===== src/rtl/alu_pkg.sv =====
// Shared Alu definitions: data width, op encodings and arbiter FSM states.
// Latency: n/a (declarations only).
// Backpressure: n/a.
package alu_pkg;

  localparam int DATA_W = 32;

  // Alu op encodings; 011 and 111 are unused and produce zero.
  localparam logic [2:0] OP_AND = 3'b000;
  localparam logic [2:0] OP_OR  = 3'b001;
  localparam logic [2:0] OP_ADD = 3'b010;
  localparam logic [2:0] OP_NOR = 3'b100;
  localparam logic [2:0] OP_XOR = 3'b101;
  localparam logic [2:0] OP_SUB = 3'b110;

  typedef enum logic [1:0] {
    IDLE = 2'd0,
    EXEC = 2'd1,
    RESP = 2'd2
  } state_t;

endpackage


===== src/rtl/alu.sv =====
// 32-bit Alu: logic ops, add/sub with signed overflow, and a less-than compare.
// Latency: purely combinational.
// Backpressure: none.
// Ports: a, b operands; op selects the function; unsig selects unsigned
//        compare and suppresses signed overflow; aluout, compout, overflow results.
module alu
  import alu_pkg::*;
(
  input  logic [DATA_W-1:0] a,
  input  logic [DATA_W-1:0] b,
  input  logic [2:0]        op,
  input  logic              unsig,
  output logic [DATA_W-1:0] aluout,
  output logic              compout,
  output logic              overflow
);

  logic [DATA_W-1:0] sum;
  logic [DATA_W-1:0] diff;

  assign sum  = a + b;
  assign diff = a - b;

  always_comb begin
    aluout   = '0;
    overflow = 1'b0;
    case (op)
      OP_AND: aluout = a & b;
      OP_OR:  aluout = a | b;
      OP_NOR: aluout = ~(a | b);
      OP_XOR: aluout = a ^ b;
      OP_ADD: begin
        aluout   = sum;
        // same-sign operands producing a result of the other sign
        overflow = !unsig && (a[DATA_W-1] == b[DATA_W-1]) &&
                   (sum[DATA_W-1] != a[DATA_W-1]);
      end
      OP_SUB: begin
        aluout   = diff;
        overflow = !unsig && (a[DATA_W-1] != b[DATA_W-1]) &&
                   (diff[DATA_W-1] != a[DATA_W-1]);
      end
      default: aluout = '0;
    endcase
  end

  // Compare is evaluated for every op; consumers pick it up as needed.
  assign compout = unsig ? (a < b) : ($signed(a) < $signed(b));

endmodule


===== src/rtl/alu_arbiter.sv =====
// Round-robin arbiter sharing one Alu between two requesters, with overflow event counter.
// Latency: request accepted in cycle N -> rsp_valid in cycle N+2; one op per 3 cycles max.
// Backpressure: response held until rsp_ready; req_ready low whenever not IDLE.
// Ports: clk/reset; req_valid/req_ready/req_a/req_b/req_op/req_unsig per-requester
//        request lanes; rsp_* registered result with id; busy; ovf_count/ovf_clear.
module alu_arbiter
  import alu_pkg::*;
#(
  parameter int CNT_W     = 16,
  parameter int INIT_PRIO = 0
) (
  input  logic                clk,
  input  logic                reset,
  input  logic [1:0]          req_valid,
  output logic [1:0]          req_ready,
  input  logic [2*DATA_W-1:0] req_a,
  input  logic [2*DATA_W-1:0] req_b,
  input  logic [5:0]          req_op,
  input  logic [1:0]          req_unsig,
  output logic                rsp_valid,
  input  logic                rsp_ready,
  output logic                rsp_id,
  output logic [DATA_W-1:0]   rsp_aluout,
  output logic                rsp_compout,
  output logic                rsp_overflow,
  output logic                busy,
  output logic [CNT_W-1:0]    ovf_count,
  input  logic                ovf_clear
);

  localparam logic PRIO_RST = (INIT_PRIO != 0);

  state_t            state;
  logic              prio;
  logic [1:0]        grant;
  logic              gnt_id;
  logic [DATA_W-1:0] opa_q;
  logic [DATA_W-1:0] opb_q;
  logic [2:0]        op_q;
  logic              unsig_q;
  logic              id_q;
  logic [DATA_W-1:0] alu_out;
  logic              alu_comp;
  logic              alu_ovf;

  // Grant only in IDLE; ties go to prio, otherwise the sole valid requester wins.
  always_comb begin
    grant = 2'b00;
    if (!reset && state == IDLE) begin
      if (req_valid == 2'b11) grant[prio] = 1'b1;
      else                    grant       = req_valid;
    end
  end

  assign req_ready = grant;
  assign gnt_id    = grant[1];
  assign busy      = (state != IDLE);

  alu u_alu (
    .a        (opa_q),
    .b        (opb_q),
    .op       (op_q),
    .unsig    (unsig_q),
    .aluout   (alu_out),
    .compout  (alu_comp),
    .overflow (alu_ovf)
  );

  always_ff @(posedge clk or posedge reset) begin
    if (reset) begin
      state        <= IDLE;
      prio         <= PRIO_RST;
      opa_q        <= '0;
      opb_q        <= '0;
      op_q         <= '0;
      unsig_q      <= 1'b0;
      id_q         <= 1'b0;
      rsp_valid    <= 1'b0;
      rsp_id       <= 1'b0;
      rsp_aluout   <= '0;
      rsp_compout  <= 1'b0;
      rsp_overflow <= 1'b0;
    end else begin
      case (state)
        IDLE: begin
          if (grant != 2'b00) begin
            opa_q   <= gnt_id ? req_a[2*DATA_W-1:DATA_W] : req_a[DATA_W-1:0];
            opb_q   <= gnt_id ? req_b[2*DATA_W-1:DATA_W] : req_b[DATA_W-1:0];
            op_q    <= gnt_id ? req_op[5:3] : req_op[2:0];
            unsig_q <= req_unsig[gnt_id];
            id_q    <= gnt_id;
            // Rotate so the requester that lost this round wins the next tie.
            prio    <= ~gnt_id;
            state   <= EXEC;
          end
        end
        EXEC: begin
          rsp_valid    <= 1'b1;
          rsp_id       <= id_q;
          rsp_aluout   <= alu_out;
          rsp_compout  <= alu_comp;
          rsp_overflow <= alu_ovf;
          state        <= RESP;
        end
        RESP: begin
          if (rsp_ready) begin
            rsp_valid <= 1'b0;
            state     <= IDLE;
          end
        end
        default: state <= IDLE;
      endcase
    end
  end

  // Overflow events are counted at the EXEC->RESP capture; clear wins over increment.
  always_ff @(posedge clk or posedge reset) begin
    if (reset) begin
      ovf_count <= '0;
    end else if (ovf_clear) begin
      ovf_count <= '0;
    end else if (state == EXEC && alu_ovf && ovf_count != {CNT_W{1'b1}}) begin
      ovf_count <= ovf_count + CNT_W'(1);
    end
  end

endmodule

===== config.mk =====
export PLATFORM = sky130hd
export DESIGN_NAME = alu_arbiter
export DESIGN_NICKNAME = d
export VERILOG_FILES = /design/src/rtl/alu_pkg.sv /design/src/rtl/alu.sv /design/src/rtl/alu_arbiter.sv
export SDC_FILE = /design/constraint.sdc
export NUM_CORES = 1
export LEC_CHECK = 0
export CORE_MARGIN = 3
export CORE_UTILIZATION = 55
export CTS_BUF_LIST = sky130_fd_sc_hd__clkbuf_2
export CTS_CLUSTER_SIZE = 24
export DETAILED_ROUTE_END_ITERATION = 8
export PLACE_DENSITY = 0.84
export SYNTH_ARGS = -nofsm -noshare
export SYNTH_HDL_FRONTEND = slang
export SYNTH_SLANG_ARGS = --single-unit

===== constraint.sdc =====
create_clock -name clk -period 4.7 [get_ports clk]
set_clock_uncertainty 0.2 [all_clocks]
set_input_delay 0.94 -clock clk [delete_from_list [all_inputs] [get_ports clk]]
set_output_delay 0.94 -clock clk [all_outputs]
set_load 0.05 [all_outputs]

==> impl_metrics.yaml, run 1 <==
routing:
  drt_pass1_iterations: 9
  drc: 3
  first_iter_violations: 1070
  vias_per_cell: 6.21
  ant_nets: 0
  wl_mm: 31.3
  vias: 10300
  wl_per_cell_um: 18.9
grt:
  grt_pass1_vias: 9987
  grt_pass1_wl_mm: 49.8
  grt_util_all_layers: 0.301
  grt_max_degree: 72
  overflow: 0
  antenna_found_initial: 1
flow_run:
  maxCapViolations: 0
critical_path:
  start_kind: "flip-flop"
  crit_path_max_fanout: 17
  cp_slowest_cell: "o211ai_4"
  critPathKind: "reg2reg"
  worstSetupEndpointType: "flip-flop"
  worstPathCellList: "inv_1 > ha_1 > o21ba_2 > a2111o_1 > a2111oi_2 > o2111ai_1 > a31oi_2 > a21oi_2 > o211ai_4 > nor3_1 > xnor2_1 > nor2_1"
  cp.required_ns: 5.11
  critPathMaxStageDelay_ns: 0.52
  worstPathArrival_ns: 4.48
sta:
  period_share: 0.868
  min_period_ns: 4.08
  worst_pin_slew_ns: 0.916
  rsz0062_at_grt: "false"
  drv_slew: 0
  finalSetupViolCount: 0
  max_freq_mhz: 245
  slew_headroom: 0.387
  hold_ws_ns: 0.300
  finalHoldViolCount: 0
  finalSetupTns_ns: 0
die:
  io_pins: 197
  rows: 49
  dieArea_um2: 20500
  start_util: 0.568
  core_um2: 18200
  die-width_um: 143
  die_h_um: 143
logic_synthesis:
  synth-main-ff-cell: "dfrtp_1"
  ys_seq_area_frac: 0.300
  yosysWarnings: 0
  postSynth.asyncResetShare: 1.00
  synth_cells: 1276
  synth_area_um2: 10300
  ys_types: 75
  ys_ff_latch: 124
  syn_avg_cell_area_um2: 8.10
  syn_nets: 1520
  synth-edff-count: 0
clocking:
  cts_inserted_buffers: 17
  cts_root_buf: "clkbuf_2"
  clkSinkCount: 124
  post_cts_resized: 0
  clockBufferDepth: 2
  clk-insertion-delay-late_ns: 0.74
  cts.clk_slew.worst_paths_ns: 0.18
  cts_hold_buffers: 0
  post_cts_buffers: 0
  htreeDepth: 4
  cts_tree: "yes"
cells_and_area:
  final_common_cell: "clkdlybuf4s50_1"
  layout_common_cells: "196 x clkdlybuf4s50_1, 159 x o21ai_0, 122 x dfrtp_1"
  fin_area_um2: 12600
  multi_input_area_um2: 6510
  nets: 1665
  drive_gt1_frac: 0.0552
  regArea_um2: 3110
  syn2layout_area_growth_pct: 22.3
  fillCellCount: 1496
outcome:
  status: "finished, violations left"
  failed_checks: "DRC"
power:
  ir_drop_mv: 0.455
  leakage_uw: 0.00538
  power_density_nw_per_um2: 785
placement:
  place_congestion: 0.976
  dp_hpwl_mm: 22.5
  post_dp_cell_area_um2: 12400
  io_buffer_count: 196
worst_hold_path:
  hold_path.class: "reg2reg"
## through the flow
stage | util | cells | power [uW] | worst slack (ns)
finish | 0.694 | 1661 | 9930 | 0.621
global route | 0.694 | 1661 | 10700 | 0.390
CTS | 0.694 | 1660 | 9790 | 0.666
detailed placement | 0.680 | 1631 | 8980 | 0.711
global placement | 0.680 | 1631 | 8800 | 0.813
floorplan | - | 1276 | 7120 | 0.261
## Yosys cell counts, drive strengths merged (18+ instances only)
master	count	area [um^2]
o21ai	161	806
dfrtp	124	3100
inv	101	379
ha	100	1250
a21oi	97	489
nor2	89	334
nand2	87	327
a22oi	80	601
clkbuf	73	274
xnor2	35	307
a211oi	32	240
mux2i	25	250
nor2b	25	156
nand3	24	120
nor3	24	145
a21o	18	135
## sequential cells by signal, indices dropped and copies added, names as in the netlist
register	flops
ovf_count	16
rsp_aluout	32
rsp_compout	1
prio	1
rsp_id	1
rsp_overflow	1
op_q	3
unsig_q	1
opa_q	32
opb_q	32
rsp_valid	1
state	2
id_q	1
## logic make-up (layout without fill, tap and decap cells)
family	Yosys count	count (layout)	synth area share
xor+xnor	40	40	0.0339
simple gates	301	301	0.140
mux	27	27	0.0275
other cells	0	1	0
buf+inv	191	346	0.0709
compound gates	491	491	0.303
fa+ha+maj	102	102	0.125
flops	124	124	0.300
## final timing paths
kind,from,to,slack [ns],cells after the start
min in group asynchronous,reset,prio$_DFFE_PP0P_,0.53,2
setup reg to reg,opa_q[1]$_DFFE_PP0P_,ovf_count[9]$_DFFE_PP0P_,0.62,12
max in group asynchronous,reset,opb_q[0]$_DFFE_PP0P_,2.83,3
setup / recovery,opa_q[1]$_DFFE_PP0P_,ovf_count[9]$_DFFE_PP0P_,0.62,12
hold / removal,id_q$_DFFE_PP0P_,rsp_id$_DFFE_PP0P_,0.30,2
hold reg to reg,id_q$_DFFE_PP0P_,rsp_id$_DFFE_PP0P_,0.30,2
## area by class of cell
| class | count | area share |
|---|---|---|
| Clock inverter | 9 | 0.0117 |
| Multi-Input combinational cell | 961 | 0.515 |
| Sequential cell | 124 | 0.246 |
| Clock buffer | 20 | 0.00792 |
| Antenna cell | 1 | 0.000198 |
| Tap cell | 229 | 0.0227 |
| Timing Repair Buffer | 215 | 0.166 |
| Inverter | 102 | 0.0305 |
## layer usage
metal	wire, um	global-route usage	up-vias
li1	-	-	4862
met1	13300	0.400	4864
met2	14700	0.487	510
met3	2580	0.0663	79
met4	802	0.103	0
met5	0	0	-
## power breakdown
group / leakage [uW] / internal, uW / total [uW] / switching, uW
combinational: 0.00368 / 2710 / 7270 / 4560
clock: 0.000147 / 343 / 766 / 422
sequential: 0.00155 / 1510 / 1890 / 382
## worst max-delay path: cells and delay by family (launching register included)
family	cells	cell delay, ns
xor+xnor	1	0.16
buf+inv	1	0.13
compound gates	7	2.46
fa+ha+maj	1	0.34
flops	1	0.47
simple gates	2	0.19
(Power assumes the default switching activity.)
==> run 2: changes to the inputs <==
--- a/config.mk
+++ b/config.mk
@@ -5,6 +5,7 @@
 export SDC_FILE = /design/constraint.sdc
 export NUM_CORES = 1
 export LEC_CHECK = 0
+export CORE_ASPECT_RATIO = 0.6
 export CORE_MARGIN = 3
 export CORE_UTILIZATION = 55
 export CTS_BUF_LIST = sky130_fd_sc_hd__clkbuf_2
==> constraint.sdc (replaced) <==
create_clock -name clk -period 4 [get_ports clk]
set_clock_uncertainty 0.2 [all_clocks]
set_input_delay 0.8 -clock clk [delete_from_list [all_inputs] [get_ports clk]]
set_output_delay 0.8 -clock clk [all_outputs]
set_load 0.05 [all_outputs]
==> run 2 against run 1 <==
The flow now finishes without violations. Worst setup slack worse by 0.43 ns. Non-clock buffer count is 17 higher. Hold slack better by 0.0083 ns. Largest cell class unchanged.
==> impl_metrics.yaml, run 2 (synthesis results as in run 1) <==
outcome:
  status: "complete, no violations"
power:
  power_density_nw_per_um2: 944
  pwr-share-comb: 0.743
  power.share.switching: 0.543
  p_int_uw: 5550
  power_frac_seq: 0.179
  ir_drop_mv: 0.358
  pwr-share-clk: 0.078
  switchingPower_uw: 6590
  leakage_uw: 0.00549
die:
  die-width_um: 183
  core_um2: 18300
  die_h_um: 112
  dieArea_um2: 20500
  rows: 38
  io_pins: 197
  start_util: 0.566
placement:
  place_congestion: 0.963
  dp_hpwl_mm: 24.4
  io_buffer_count: 196
worst_hold_path:
  hold_path.class: "reg2reg"
grt:
  grt_util_all_layers: 0.317
  overflow: 0
  grt_pass1_vias: 9896
  antenna_found_initial: 0
  grt_pass1_wl_mm: 52.6
  grt_max_degree: 72
routing:
  vias: 10500
  ant_nets: 0
  first_iter_violations: 1356
  wl_mm: 33.0
  wl_per_cell_um: 19.5
  drc: 0
  vias_per_cell: 6.24
  drt_pass1_iterations: 9
critical_path:
  worstSetupEndpointType: "flip-flop"
  start_kind: "flip-flop"
  critPathKind: "reg2reg"
  crit_path_max_fanout: 17
  worstPathArrival_ns: 4.21
  cp.required_ns: 4.40
clocking:
  cts_inserted_buffers: 17
  cts_hold_buffers: 0
  cts.clk_slew.worst_paths_ns: 0.20
  clockBufferDepth: 2
  htreeDepth: 4
  clk-insertion-delay-late_ns: 0.75
  cts_root_buf: "clkbuf_2"
  clkSinkCount: 124
  cts_tree: "yes"
sta:
  finalSetupViolCount: 0
  hold_ws_ns: 0.308
  rsz0062_at_grt: "false"
  max_freq_mhz: 263
  finalSetupTns_ns: 0
  worst_pin_slew_ns: 1.17
  slew_headroom: 0.218
  drv_slew: 0
  period_share: 0.952
  min_period_ns: 3.81
  finalHoldViolCount: 0
cells_and_area:
  layout_common_cells: "195 x clkdlybuf4s50_1, 159 x o21ai_0, 120 x dfrtp_1"
  syn2layout_area_growth_pct: 24.5
  reg_top3: "opa_q (32), opb_q (32), rsp_aluout (32)"
  final_common_cell: "clkdlybuf4s50_1"
  drive_gt1_frac: 0.0731
  nets: 1682
  fillCellCount: 1467
  antennaDiodeCount: 0
flow_run:
  maxCapViolations: 0
==> run 2: cell types whose count changed in the layout (fill, tap and decap cells not counted), sizes merged <==
cell and change:
clkdlybuf4s50 -1, diode -1, buf +18, clkbuf -1, clkinv +3, clkinvlp +1, inv -1
==> run 2: stage by stage <==
stage | setup WS, ns | util | area (um^2) | power [uW] | cells
2_1_floorplan | 0.589 | - | 10300 | 8360 | 1276
3_3_place_gp | 0.397 | 0.689 | 12600 | 10700 | 1658
3_5_place_dp | 0.245 | 0.689 | 12600 | 10900 | 1658
4_1_cts | 0.232 | 0.703 | 12800 | 11800 | 1689
5_1_grt | 0.00267 | 0.705 | 12900 | 13000 | 1690
6_report | 0.194 | 0.705 | 12900 | 12100 | 1690
==> run 2: critical path, stage by stage, from the launching register on <==
cell,delay [ns]
dfrtp_1,0.43
inv_1,0.08
ha_1,0.41
nor4_1,0.50
inv_1,0.14
a2111oi_2,0.44
o2111ai_1,0.28
a31oi_2,0.38
a21oi_2,0.14
o211ai_4,0.22
buf_12,0.18
nor3_2,0.06
xnor2_1,0.16
nor2_1,0.05
==> run 2: per-layer routing <==
metal | GRT usage | up-vias | share of wire
met4 | 0.0644 | 2 | 0.013
met3 | 0.101 | 63 | 0.12
li1 | - | 4890 | -
met1 | 0.483 | 4947 | 0.47
met5 | 0.0212 | - | 0.0017
met2 | 0.438 | 640 | 0.40
==> run 2: power by group through the flow <==
stage	Combinational, uW	Clock (uW)	Sequential, uW
CTS	8740	943	2170
detailed placement	8690	0	2190
global route	9790	999	2240
floorplan	5710	0	2650
finish	9020	950	2180
global placement	8560	0	2160
==> run 2: cell type report <==
| class | count | area, um^2 | share of cell area |
|---|---|---|---|
| clock inverters | 12 | 173 | 0.0134 |
| inverters | 102 | 387 | 0.0301 |
| repair buffers | 232 | 2280 | 0.177 |
| well taps | 240 | 300 | 0.0233 |
| flip-flops and latches | 124 | 3110 | 0.242 |
| clock buffers | 19 | 95.1 | 0.00739 |
| multi-input cells | 961 | 6520 | 0.507 |
==> run 2: worst paths after layout <==
path	startpoint	slack [ns]	to	cells past startpoint
max reg2reg	opa_q[9]$_DFFE_PP0P_	0.19	ovf_count[7]$_DFFE_PP0P_	13
min in group asynchronous	reset	0.43	rsp_aluout[4]$_DFFE_PP0P_	2
min	rsp_aluout[0]$_DFFE_PP0P_	0.31	rsp_aluout[0]$_DFFE_PP0P_	2
min reg2reg	rsp_aluout[0]$_DFFE_PP0P_	0.31	rsp_aluout[0]$_DFFE_PP0P_	2
max	opa_q[9]$_DFFE_PP0P_	0.19	ovf_count[7]$_DFFE_PP0P_	13
max in group asynchronous	reset	2.40	op_q[2]$_DFFE_PP0P_	3
==> run 2: repair_timing <==
item                                    4_1_cts  5_1_grt
gates resized for setup                       0        5
buffers inserted                              0        1
endpoints found under the setup margin        0        8
